==> config.mk <==
export PLATFORM = sky130hd
export DESIGN_NAME = instr_fetch_seq
export DESIGN_NICKNAME = d
export VERILOG_FILES = /design/src/rtl/instr_fetch_seq.sv
export SDC_FILE = /design/constraint.sdc
export NUM_CORES = 1
export LEC_CHECK = 0
export ABC_AREA = 1
export BUFFER_PORTS_ARGS = -buffer_cell sky130_fd_sc_hd__buf_2
export CAP_MARGIN = 10
export CELL_PAD_IN_SITES_DETAIL_PLACEMENT = 0
export CELL_PAD_IN_SITES_GLOBAL_PLACEMENT = 1
export CORE_MARGIN = 2
export CORE_UTILIZATION = 42
export CTS_BUF_LIST = sky130_fd_sc_hd__clkbuf_8
export DETAILED_ROUTE_END_ITERATION = 12
export PLACE_DENSITY_LB_ADDON = 0.2
export REMOVE_ABC_BUFFERS = 1
export SETUP_SLACK_MARGIN = 0.4
export SLEW_MARGIN = 30
export SYNTH_ARGS = -nofsm -noshare
export SYNTH_HDL_FRONTEND = slang
export SYNTH_SLANG_ARGS = --single-unit
==> constraint.sdc <==
create_clock -name clk -period 2.44 [get_ports clk]
set_clock_uncertainty 0.05 [all_clocks]
set_input_delay 0.122 -clock clk [delete_from_list [all_inputs] [get_ports clk]]
set_output_delay 0.122 -clock clk [all_outputs]
set_load 0.01 [all_outputs]
==> src/rtl/instr_fetch_seq.sv <==
// Instruction fetch sequencer: walks IDLE/FETCH/DECODE/EXEC/HALT, owns PC and IR,
// and keeps a small return-address stack for JMP/RET call pairs.
module instr_fetch_seq #(
  parameter int         ADDR_W    = 10,
  parameter logic [5:0] OPC_JMP   = 6'b000110,
  parameter logic [5:0] OPC_RET   = 6'b000111,
  parameter int         RAS_DEPTH = 4
) (
  input  logic              clk,
  input  logic              rst,
  input  logic              start,
  output logic              mem_req,
  output logic [ADDR_W-1:0] mem_addr,
  input  logic              mem_valid,
  input  logic [15:0]       mem_rdata,
  output logic [15:0]       IR,
  output logic              CU_en,
  input  logic              bra,
  input  logic              hlt,
  input  logic [ADDR_W-1:0] BADR,
  input  logic              exec_done,
  output logic [ADDR_W-1:0] PC,
  output logic              halted,
  output logic              ras_ovf,
  output logic              ras_unf
);

  localparam int CW = $clog2(RAS_DEPTH + 1);
  localparam int IW = (RAS_DEPTH > 1) ? $clog2(RAS_DEPTH) : 1;
  localparam logic [CW-1:0] ONE   = CW'(1);
  localparam logic [CW-1:0] DEPTH = CW'(RAS_DEPTH);

  typedef enum logic [2:0] {
    IDLE,
    FETCH,
    DECODE,
    EXEC,
    HALT
  } state_t;

  state_t state;
  state_t state_nx;

  logic [ADDR_W-1:0] ras [RAS_DEPTH];
  logic [CW-1:0]     cnt;

  logic [5:0]        opc;
  logic              is_ret;
  logic              is_jmp;
  logic              empty;
  logic              full;
  logic              fire;
  logic              take_pop;
  logic              take_unf;
  logic              take_bra;
  logic              take_seq;
  logic [ADDR_W-1:0] pc_inc;
  logic [IW-1:0]     top_idx;
  logic [IW-1:0]     push_idx;

  always_ff @(posedge clk) begin
    if (rst) state <= IDLE;
    else     state <= state_nx;
  end

  always_comb begin
    state_nx = state;
    unique case (state)
      IDLE:    if (start) state_nx = FETCH;
      FETCH:   if (mem_valid) state_nx = DECODE;
      DECODE:  state_nx = EXEC;
      EXEC: begin
        if (hlt)            state_nx = HALT;
        else if (exec_done) state_nx = FETCH;
      end
      HALT:    state_nx = HALT;
      default: state_nx = IDLE;
    endcase
  end

  assign mem_req  = (state == FETCH);
  assign CU_en    = (state == DECODE);
  assign halted   = (state == HALT);
  assign mem_addr = PC;

  assign opc      = IR[15:10];
  assign is_ret   = (opc == OPC_RET);
  assign is_jmp   = (opc == OPC_JMP);
  assign empty    = (cnt == '0);
  assign full     = (cnt == DEPTH);
  assign fire     = (state == EXEC) && !hlt && exec_done;
  assign pc_inc   = PC + ADDR_W'(1);
  assign top_idx  = IW'(cnt - ONE);
  assign push_idx = IW'(cnt);

  // Mutually exclusive next-PC selects; a pending RET outranks bra.
  assign take_pop = is_ret && !empty;
  assign take_unf = is_ret && empty;
  assign take_bra = !is_ret && bra;
  assign take_seq = !is_ret && !bra;

  always_ff @(posedge clk) begin
    if (rst) begin
      PC      <= '0;
      IR      <= '0;
      cnt     <= '0;
      ras_ovf <= 1'b0;
      ras_unf <= 1'b0;
    end else begin
      if (state == IDLE && start) PC <= '0;
      if (state == FETCH && mem_valid) IR <= mem_rdata;
      if (fire) begin
        unique case (1'b1)
          take_pop: begin
            PC  <= ras[top_idx];
            cnt <= cnt - ONE;
          end
          take_unf: begin
            PC      <= pc_inc;
            ras_unf <= 1'b1;
          end
          take_bra: begin
            PC <= BADR;
            if (is_jmp && !full) begin
              ras[push_idx] <= pc_inc;
              cnt           <= cnt + ONE;
            end else if (is_jmp) begin
              ras_ovf <= 1'b1;
            end
          end
          take_seq: PC <= pc_inc;
          default:  PC <= pc_inc;
        endcase
      end
    end
  end

endmodule

==> impl_metrics.env <==
export IMPL_mostFrequentLayoutCell="nand2_1"
export IMPL_stdcell_count=647
export IMPL_hold_path_class="input port to flip-flop"
export IMPL_grt_max_degree=24
export IMPL_dpl_cell_area_sq_mm=0.004105
export IMPL_pwr_share_clk_pct=35.1
export IMPL_mostFrequentLayoutCells="nand2_1, nor2_1, buf_2"
export IMPL_tightestPinTransition_ns=0.5303
export IMPL_numCtsBuffers=9
export IMPL_grt_use_total_pct=19.21
export IMPL_path_class="flip-flop to flip-flop"
export IMPL_synthCells=446
export IMPL_die_width_um=97.70
export IMPL_start_kind="flip-flop"
export IMPL_root_buffer="clkbuf_8"
export IMPL_use_met3_pct=3.741
export IMPL_ys_types=33
export IMPL_initial_core_util_pct=42.70
export IMPL_synthTopCellsByArea="edfxtp_1, dfxtp_1, nand2_1, nor2_1, nand3_1"
export IMPL_final_area_sq_mm=0.004466
export IMPL_worst_path_largest_cell_delay_ns=0.38
export IMPL_vias=3123
export IMPL_cts_tree="done"
export IMPL_first_pass_iters=4
export IMPL_core_rowCount=34
export IMPL_endpoint_kind="flip-flop"
export IMPL_cellInternalPower_mw=1.820
export IMPL_worstPathRequired_ns=2.45
export IMPL_layout_nets=573
export IMPL_power_share_sequential_pct=54.0
export IMPL_area_growth_pct=21.11
export IMPL_met2_usage_pct=30.72
export IMPL_worst_path_max_delay_cell="dfxtp_1"
export IMPL_top_usage_layer="met2"
export IMPL_hold_end="IR[12]"
export IMPL_p_sw_uw=706.6
export IMPL_r2r_start="cnt[1]"
export IMPL_syn_avg_cell_area_sq_um=8.267
export IMPL_power_leakage_nw=2.007
export IMPL_synth_warnings=0
export IMPL_ir_worst_vdd_v=0.0002880
export IMPL_r2r_cells=9
export IMPL_reg2reg_slack_ns=0.51
export IMPL_fmax_mhz=518.3
export IMPL_clock_latency_ns=0.35
export IMPL_drive_gt1_share_pct=25.23
export IMPL_grt_use_met1_pct=25.97
export IMPL_fin_ws_ns=0.5104
export IMPL_grt_pass1_wl_um=14530
export IMPL_dp_slack_ns=0.4747
export IMPL_switching_share_pct=27.97
export IMPL_rsz0062_at_grt="false"
export IMPL_wl_per_cell_um=13.82
export IMPL_critPathMaxFanout=10
export IMPL_die_area_sq_mm=0.009544
export IMPL_dp_cells=615
export IMPL_gp_congestion=0.7918
export IMPL_core_area_sq_mm=0.008636
export IMPL_seq_area_frac_synth_pct=51.03
export IMPL_ios=74
export IMPL_setup_viol=0
export IMPL_rr_endpoint="ras[2][5]"
export IMPL_ant_nets=0
export IMPL_min_period_ns=1.930
export IMPL_portBuffers=73
export IMPL_fin_crit_sh_pct=79.08
export IMPL_hpwl_um=6353
export IMPL_overflow=0
export IMPL_cp_arrival_ns=1.93
export IMPL_path_clk_slew_ns=0.08
export IMPL_syn_area_sq_mm=0.003687
export IMPL_hold_path_startpoint="mem_rdata[12]"
export IMPL_power_density_mw_per_mm2=565.7
export IMPL_slew_headroom_pct=64.64
export IMPL_n_fill_cell=825
export IMPL_power_frac_comb_pct=10.9
export IMPL_fin_setup_tns_ns=0
export IMPL_wl_um=8943
export IMPL_synth_top_area_cell="edfxtp_1"
export IMPL_seqCellArea_sq_mm=0.001882
export IMPL_status="complete, no violations"
export IMPL_clock_tree_buffer_depth=2
export IMPL_total_power_mw=2.526
export IMPL_first_iter_violations=102
export IMPL_worstPathCellList="inv_1 -> ha_1 -> nand2_1 -> nand4_1 -> inv_1 -> nand4_1 -> buf_4 -> nor2_1 -> buf_4"
export IMPL_cap_violations=0
export IMPL_multi_input_area_sq_mm=0.001471
export IMPL_report_final_slew_viol_count=0
export IMPL_ys_ff_latch=74
export IMPL_diodes=0
export IMPL_htreeDepth=3
export IMPL_antenna_found_initial=0
export IMPL_synth_top_cell_area_share_pct=32.58
export IMPL_min_path_cells=3
export IMPL_route_detailed_drc=0
export IMPL_hold_violations=0
export IMPL_cts_sinks=74
export IMPL_viasPerCell=4.827
export IMPL_die_h_um=97.70
export IMPL_first_global_vias=2946
repair_timing:
action,4_1_cts,5_1_grt
setup buffers,0,1
gates resized for setup,0,10
setup endpoints to repair,0,40
hold endpoints to repair,14,0
hold buffers,14,0
cell type report:
type | count | area share [%]
clock inverter | 7 | 1.205
tap | 108 | 3.026
timing repair buffer | 99 | 13.67
multi-input combinational | 301 | 32.95
clock buffer | 9 | 2.774
inverter | 49 | 4.231
sequential | 74 | 42.14
kinds of logic (layout without fill, tap and decap cells):
family	after synthesis	after routing	synth area share, %
AOI/OAI and AO/OA	51	51	8.076
xor gates and xnor gates	4	4	1.154
adders and majority gates	6	6	2.036
buffers and inverters	71	164	9.332
DFF	74	74	51.03
and+or+nand+nor	240	240	28.37
flip-flops by register name, indices dropped and copies added (netlist names):
register,flops
IR,16
PC,10
cnt,3
ras,40
ras_ovf,1
ras_unf,1
state,3
metal layers:
layer | wire (um) | vias to the layer above
li1 | - | 1603
met1 | 4295 | 1443
met2 | 4212 | 65
met3 | 301 | 12
met4 | 134 | 0
met5 | 0 | -
worst max-delay path, delay by kind of cell (launching register included):
family / cells / cell delay [ns]
simple gates: 4 / 0.44
buf+inv: 4 / 0.56
flops: 1 / 0.38
fa+ha+maj: 1 / 0.20
through the flow:
step                      util (%)  hold WS [ns]
after floorplan                  -        0.1344
after detailed placement     47.54        0.2986
after global routing         51.71       0.01535
after CTS                    51.22      0.003793
final                        51.71      0.009214
after global placement       47.54        0.2957
synthesized netlist by cell type:
cell	n
nand3_1	29
edfxtp_1	40
nor3_1	2
buf_1	1
a21oi_2	9
buf_2	6
o2111ai_1	1
xor2_1	3
o21bai_1	1
ha_1	6
nand2_4	2
o21ai_0	28
nand4_1	5
buf_12	1
o21ai_1	1
inv_1	37
inv_4	1
a31oi_1	2
nor2_2	2
nand2_1	112
buf_4	11
clkbuf_8	1
clkinv_1	1
dfxtp_1	34
nand2_2	2
nand3_4	2
nor2_4	4
a21oi_1	9
nand3b_1	3
xor2_2	1
clkbuf_1	2
inv_2	10
nor2_1	77
power groups by stage:
stage	Combinational (mW)	Clock [mW]	Sequential [mW]
5_1_grt	0.311	0.957	1.37
6_report	0.274	0.888	1.36
2_1_floorplan	0.134	0	1.40
3_5_place_dp	0.260	0	1.39
3_3_place_gp	0.257	0	1.39
4_1_cts	0.277	0.908	1.36
worst max path at each step:
stage,start,to,slack [ns],depth (start not counted)
floorplan,cnt[0],ras[2][0],-0.06,7
global placement,IR[11],ras[3][9],0.51,8
detailed placement,IR[11],ras[3][9],0.47,8
CTS,IR[11],ras[3][4],0.46,8
global route,cnt[1],ras[0][4],0.42,9
finish,cnt[1],ras[2][5],0.51,9
Power figures use the tool's default switching activity.
